### src/rtl/drum_audio_bridge.sv
// Paces the drum mesh solver one time-step per audio sample, converts the
// 18-bit center-node amplitude to a saturated 16-bit sample and hands it off.
module drum_audio_bridge #(
  parameter int GAIN_SHIFT = 2,
  parameter int TIMEOUT    = 4096
) (
  input  logic        clk,
  input  logic        reset,
  input  logic        enable,
  input  logic        strike,
  output logic        drum_init,
  output logic        step_req,
  input  logic        step_done,
  input  logic [17:0] drum_sample,
  output logic [15:0] audio_data,
  output logic        audio_valid,
  input  logic        audio_ready,
  output logic [31:0] sample_count,
  output logic        timeout_err
);
  localparam int EXT_W = 18 + GAIN_SHIFT;
  localparam int CNT_W = $clog2(TIMEOUT) + 1;
  localparam logic signed [EXT_W-1:0] SAT_HI  = EXT_W'(131071);
  localparam logic signed [EXT_W-1:0] SAT_LO  = EXT_W'(-131072);
  localparam logic        [CNT_W-1:0] TO_LAST = CNT_W'(TIMEOUT - 1);

  typedef enum logic [2:0] {S_IDLE, S_INIT, S_REQ, S_WAIT, S_SEND} state_t;

  state_t            r_state, w_state_nxt;
  logic              r_pend, w_pend_nxt;
  logic [CNT_W-1:0]  r_cnt, w_cnt_nxt, w_cnt_inc;
  logic              r_init, w_init_nxt;
  logic              r_req, w_req_nxt;
  logic              r_valid, w_valid_nxt;
  logic [15:0]       r_data, w_data_nxt;
  logic [31:0]       r_count, w_count_nxt;
  logic              r_tout, w_tout_nxt;

  logic signed [17:0]      w_smp;
  logic signed [EXT_W-1:0] w_ext;
  logic [15:0]             w_conv;

  // Widened before shifting so the gain can never wrap; clamp, then drop 2 LSBs (floor).
  assign w_smp = drum_sample;
  assign w_ext = EXT_W'(w_smp) <<< GAIN_SHIFT;

  always_comb begin
    if (w_ext > SAT_HI)      w_conv = 16'h7FFF;
    else if (w_ext < SAT_LO) w_conv = 16'h8000;
    else                     w_conv = w_ext[17:2];
  end

  always_comb begin
    w_state_nxt = r_state;
    w_pend_nxt  = r_pend | strike;
    w_cnt_inc   = r_cnt + 1'b1;
    w_cnt_nxt   = r_cnt;
    w_init_nxt  = 1'b0;
    w_req_nxt   = 1'b0;
    w_valid_nxt = r_valid;
    w_data_nxt  = r_data;
    w_count_nxt = r_count;
    w_tout_nxt  = r_tout;
    case (r_state)
      S_IDLE: if (enable) begin
        if (r_pend) begin
          // a strike landing on the same edge is a fresh hit and stays pending
          w_state_nxt = S_INIT;
          w_init_nxt  = 1'b1;
          w_pend_nxt  = strike;
        end else begin
          w_state_nxt = S_REQ;
          w_req_nxt   = 1'b1;
        end
      end
      S_INIT: w_state_nxt = S_IDLE;
      S_REQ: begin
        w_cnt_nxt   = '0;
        w_state_nxt = S_WAIT;
      end
      S_WAIT: begin
        w_cnt_nxt = w_cnt_inc;
        if (step_done) begin
          w_data_nxt  = w_conv;
          w_valid_nxt = 1'b1;
          w_state_nxt = S_SEND;
        end else if (w_cnt_inc == TO_LAST) begin
          w_tout_nxt  = 1'b1;
          w_state_nxt = S_IDLE;
        end
      end
      S_SEND: if (audio_ready) begin
        w_valid_nxt = 1'b0;
        w_count_nxt = r_count + 32'd1;
        w_state_nxt = S_IDLE;
      end
      default: w_state_nxt = S_IDLE;
    endcase
  end

  always_ff @(posedge clk or negedge reset) begin
    if (!reset) begin
      r_state <= S_IDLE;
      r_pend  <= 1'b0;
      r_cnt   <= '0;
      r_init  <= 1'b0;
      r_req   <= 1'b0;
      r_valid <= 1'b0;
      r_data  <= '0;
      r_count <= '0;
      r_tout  <= 1'b0;
    end else begin
      r_state <= w_state_nxt;
      r_pend  <= w_pend_nxt;
      r_cnt   <= w_cnt_nxt;
      r_init  <= w_init_nxt;
      r_req   <= w_req_nxt;
      r_valid <= w_valid_nxt;
      r_data  <= w_data_nxt;
      r_count <= w_count_nxt;
      r_tout  <= w_tout_nxt;
    end
  end

  assign drum_init    = r_init;
  assign step_req     = r_req;
  assign audio_data   = r_data;
  assign audio_valid  = r_valid;
  assign sample_count = r_count;
  assign timeout_err  = r_tout;
endmodule

### config.mk
export PLATFORM = sky130hd
export DESIGN_NAME = drum_audio_bridge
export DESIGN_NICKNAME = d
export VERILOG_FILES = /design/src/rtl/drum_audio_bridge.sv
export SDC_FILE = /design/constraint.sdc
export NUM_CORES = 1
export LEC_CHECK = 0
export CORE_UTILIZATION = 50
export CTS_CLUSTER_SIZE = 10
export DETAILED_ROUTE_END_ITERATION = 8
export HOLD_SLACK_MARGIN = 0.12
export PLACE_DENSITY = 0.79
export SLEW_MARGIN = 10
export SYNTH_ARGS = -nofsm -noshare
export SYNTH_HDL_FRONTEND = slang
export SYNTH_SLANG_ARGS = --single-unit
### constraint.sdc
create_clock -name clk -period 2.82 [get_ports clk]
set_input_delay 0.564 -clock clk [delete_from_list [all_inputs] [get_ports clk]]
set_output_delay 0.564 -clock clk [all_outputs]
set_load 0.005 [all_outputs]
==> results.md <==
* Status: finished, violations left
* Failing checks: design-rule violations
* Area share of the largest cell type after synthesis at 50.64%
* Initial antenna violation count at 0
* Number of distinct library cells after synthesis at 38
* CTS root buf: clkbuf_8
* Cells after synthesis at 379
* Worst-Margin Slew at 0.6277 ns
* CTS tree: yes
* Post-CTS Setup Bufs at 0
* LEAKAGE at 2.020 nW
* CP Data Required Time at 3.08 ns
* TNS Setup at 0 ns
* Cell Area, Synth at 0.003410 mm^2
* ANT cells at 0
* Core area at 0.006459 mm^2
* Nature of the critical path endpoint: flop
* Post-Synth Simple-Gate Area at 24.55%
* Share of cells above drive strength 1 at 5.482%
* Post-synth net total at 406
* Setup-failing EPs final at 0
* Rel. slew slack at 58.15%
* Die height at 84.58 um
* Setup Skew at 0.01037 ns
* Final Max Tran Viols at 0
* Resized cells post-CTS at 0
* Grt total ovfl at 0
* Critical Path Start Type: input port
* Mux contribution to synthesized area at 2.422%
* Number of synthesized flops with an enable pin at 0
* CTS Buffer Depth at 2
* Floorplan row count at 29
* Max VDD drop at 0.4161 mV
* Final wirelength at 7167 um
* Worst R2R End: sample_count[31]
* First-pass GRT wire length at 12320 um
* Gr usage total at 21.95%
* Routed vias at 2858
* Clock Pin Slew Worst Setup and Hold Paths at 0.07 ns
* Synth area leaders: dfrtp_1 51%, nand2_1 7.7%, o21ai_0 6.3%, nor2_1 5.9%, xnor2_1 4.9%
* Ports at 76
* Max-Cap Viols at 0
* Port bufs at 75
* Compound-gate portion of the synthesized area at 9.651%
* Post-synthesis register bit count at 69
* Clock latency on the worst-skew pair at 0.34 ns
* Vias in the first global route at 2733
* Max H-tree Level at 3
* Routability cong. at 0.8370
* CTS sink count at 69
* Synth Flop Type: dfrtp_1
* Hold WS at 0.2302 ns
* Wire length per cell at 13.45 um
* First-pass DRT Iterations at 9
* Hold_buf cts at 0
* HP Class: input port to async pin
* Crit path kind: input port to flop
* Die ar. at 0.007153 mm^2
* Avg Inst Size Synth at 8.996 um^2
* TritonCTS buffer count at 9
* RSZ-0062 raised after global routing: false
* Worst R2R Setup Slack at 0.72 ns
* Largest family of logic cells by synthesized area: simple AND/OR/NAND/NOR gates
* Critical Path AT at 2.47 ns
* Top-count cell post-synth: nand2_1
* Placed insts at 519
* Final hold violations at 0
* Adder and majority cell fraction of the synthesized area at 1.101%
* Final net count at 480
* DRC errors left at 6
* Initial DRC Count at 200
* Die W at 84.58 um
* Power per Cell Area at 636.5 mW/mm^2
* R2R depth at 5
* Antenna Nets Post-Route at 0
* CP Max Fanout at 8
* Largest net degree at the start of global routing at 43
* Worst r2r src: sample_count[13]
* Sequential share of the synthesized area at 50.64%
* Yosys top cell by area: dfrtp_1
* Fmax at 0.4523 GHz
* Area added between synthesis and finish at 30.05%
* Synth async-reset ratio at 100.0%
* Number of vias per cell at 5.362
* Post-synth top cells: 70 x nand2_1, 69 x dfrtp_1, 54 x nor2_1
* Initial Utilization at 52.79%
* Cell Count, Final, Fillers Out at 533
* XOR/XNOR Fraction of Synth Area at 8.477%
* Min Clock Period, post-route at 2.211 ns
* Crit share post-route at 78.40%
* Hpwl dp at 5131 um
* Synth warn at 0
==> state kept, by name, summed over array words and instances, names as in the netlist <==
name,count
timeout_err,1
r_cnt,13
audio_valid,1
step_req,1
drum_init,1
sample_count,32
audio_data,16
r_pend,1
r_state,3
==> cell families after synthesis <==
kind of cell	after synthesis
AND/OR/NAND/NOR	180
flip-flops	69
AO/OA/AOI/OAI	59
XOR/XNOR	33
buffers and inverters	27
multiplexers	8
adder cells (fa/ha/maj)	3
==> worst max-delay path, cell delays in order <==
cell and delay (ns):
clkdlybuf4s50_1 0.47, and4bb_1 0.22, buf_4 0.16, nand4_1 0.25
nor3_2 0.37, nor3b_1 0.27, xor2_1 0.17
==> how the worst max path moves through the flow <==
stage                     depth (start not counted)          endpoint         from  slack (ns)
after floorplan                                   7  sample_count[31]  audio_ready        0.80
after global placement                            7  sample_count[28]  audio_ready        0.29
after detailed placement                          6  sample_count[31]  audio_ready        0.24
after CTS                                         6  sample_count[31]  audio_ready        0.60
after global routing                              7  sample_count[28]  audio_ready        0.47
final                                             7  sample_count[28]  audio_ready        0.61
==> metal layers <==
layer	up-vias	part of all wire, %	global-route usage (%)
li1	1423	-	-
met1	1342	45	27.37
met2	80	46	35.77
met3	13	7.4	6.195
met4	0	1.9	9.707
met5	-	0	0
==> final cells by class <==
type	count	area, um^2
multi-input combinational	283	1575
tap	77	96.34
clock buffer	13	168.9
fill	520	2024
timing repair buffer	81	803.3
sequential	69	1727
inverter	9	33.78
clock inverter	1	30.03
==> stage by stage <==
step	instance area [um^2]	power, W	setup slack, ns	utilization [%]
after floorplan	3410	0.001620	0.7994	-
after global placement	4235	0.002000	0.2941	65.58
after global routing	4434	0.002992	0.4679	68.66
final	4434	0.002822	0.6091	68.66
after CTS	4434	0.002845	0.5974	68.66
after detailed placement	4235	0.002022	0.2400	65.58
==> cells in the final DEF, fill, tap and decap left out, drive strengths merged, types with 6 or more instances in the layout <==
master          n
mux2i           6
buf             7
nand3          14
inv             9
clkdlybuf4s50  74
nand4          11
dfrtp          69
nor2           54
o21ai          43
xor2           14
nand2          70
xnor2          19
nor3            6
clkbuf         13
==> power by group <==
part	total [W]	internal, W	switching (W)
logic	0.000712	0.000382	0.000330
clock network	0.000817	0.000472	0.000345
registers	0.00129	0.00115	0.000141
total	0.00282	0.00201	0.000815
(Power assumes the default switching activity.)
==> RTL change: new RTL, same flow settings <==
Re-encode `state_t` (5 states) as Gray code, 3 bits wide.
--- a/src/rtl/drum_audio_bridge.sv
+++ b/src/rtl/drum_audio_bridge.sv
@@ -24,7 +24,7 @@
   localparam logic signed [EXT_W-1:0] SAT_LO  = EXT_W'(-131072);
   localparam logic        [CNT_W-1:0] TO_LAST = CNT_W'(TIMEOUT - 1);
 
-  typedef enum logic [2:0] {S_IDLE, S_INIT, S_REQ, S_WAIT, S_SEND} state_t;
+  typedef enum logic [2:0] {S_IDLE = 3'b000, S_INIT = 3'b001, S_REQ = 3'b011, S_WAIT = 3'b010, S_SEND = 3'b110} state_t;
 
   state_t            r_state, w_state_nxt;
   logic              r_pend, w_pend_nxt;
Behaviour: no difference found for any inputs over 10 cycles, from zero or initial values and one cycle with reset low; not proved beyond that.
==> RTL change against the unedited design <==
- the run still ends with design-rule violations left
- setup slack better by 13 ps
- area after synthesis is 2.5% higher
- count of clock-buffer cells in the layout is 3 lower
- power is 16% higher
- sequential cell count stayed put
- sequential power is 9% higher
- wire length is 4.8% higher
- maximum frequency is 0.57% higher
- register-to-register slack worse by 98 ps
- design area is 2.5% higher
- clock skew is 2.3 ps lower
- synthesized cell count is 3.4% higher
- clock power is 10% higher
==> RTL change: results (changes against the unedited design) <==
<table>
<tr><th>Metric</th><th>Value</th></tr>
<tr><th colspan="2">Final layout</th></tr>
<tr><td>Seq Cell Count</td><td>69 (unchanged)</td></tr>
<tr><td>Clock buffer count in the final layout</td><td>10 (-3)</td></tr>
<tr><td>Nonclk inv count</td><td>10 (+1)</td></tr>
<tr><td>Final Net Count</td><td>494 (+2.9%)</td></tr>
<tr><td>Count of fill cells added during filler insertion</td><td>556 (+6.9%)</td></tr>
<tr><td>Layout cells sized above 1</td><td>6.780% (+1.3 points)</td></tr>
<tr><td>Final instance count without filler cells</td><td>552 (+3.6%)</td></tr>
<tr><th colspan="2">Route</th></tr>
<tr><td>Residual DRC</td><td>1 (-5)</td></tr>
<tr><td>Aggregate routed wire length</td><td>7513 um (+4.8%)</td></tr>
<tr><td>Met3 layer wire length in the routed design</td><td>419 um (-21%)</td></tr>
<tr><td>First DRT Iteration DRCs</td><td>142 (-29%)</td></tr>
<tr><td>Metal1 wirelength</td><td>3401 um (+6.0%)</td></tr>
<tr><th colspan="2">Yosys</th></tr>
<tr><td>Number of nets in the synthesized netlist</td><td>419 (+3.2%)</td></tr>
<tr><td>Post-synthesis sequential area ratio</td><td>49.41% (-1.2 points)</td></tr>
<tr><td>Mapped Avg Cell Area</td><td>8.915 um2 (-0.90%)</td></tr>
<tr><td>Count of distinct cell types in the synthesized netlist</td><td>43 (+13%)</td></tr>
<tr><td>Most instantiated cells after synthesis</td><td>nand2_1 (77), dfrtp_1 (69), nor2_1 (54)</td></tr>
<tr><th colspan="2">Status</th></tr>
<tr><td>Run status</td><td>finished with violations</td></tr>
<tr><td>Violations in the final reports</td><td>design-rule violations</td></tr>
<tr><th colspan="2">Critical path</th></tr>
<tr><td>Length in cells of the worst reg-to-reg path</td><td>6 (+1)</td></tr>
<tr><td>Critical path peak fanout</td><td>6 (-2)</td></tr>
<tr><th colspan="2">STA</th></tr>
<tr><td>Worst setup skew after layout</td><td>8.089 ps (-2.284 ps)</td></tr>
<tr><td>Relative max-transition margin</td><td>62.31% (+4.2 points)</td></tr>
<tr><th colspan="2">Global route</th></tr>
<tr><td>Met2 track utilization from global routing</td><td>35.56% (-0.21 points)</td></tr>
<tr><th colspan="2">Power and ir drop</th></tr>
<tr><td>Clock power share</td><td>27.6% (-1.3 points)</td></tr>
</table>
[RTL change: critical path: stages (launching register included)]
cell       delay (ps)
dfrtp_1           410
ha_1              310
nand4_1           210
nor3_1            410
and3_1            210
o2111ai_1         150
a311o_1           380
[RTL change: cells by family after synthesis]
| kind of cell | after synthesis | synth area share [%] |
|---|---|---|
| AND/OR/NAND/NOR | 191 | 26.03 |
| flip-flops | 69 | 49.41 |
| AO/OA/AOI/OAI | 61 | 9.524 |
| XOR/XNOR | 32 | 8.020 |
| buffers and inverters | 27 | 3.258 |
| multiplexers | 9 | 2.685 |
| adder cells (fa/ha/maj) | 3 | 1.074 |
[RTL change: how the worst max path moves through the flow]
stage / from / endpoint / slack [ps] / cells after the start
after global placement: audio_ready / sample_count[31] / 400 / 6
after global routing: r_cnt[1] / r_state[1] / 530 / 6
after floorplan: r_cnt[1] / r_state[1] / 940 / 6
final: r_cnt[1] / r_state[1] / 620 / 6
after CTS: r_cnt[1] / r_state[1] / 650 / 6
after detailed placement: audio_ready / sample_count[30] / 360 / 6
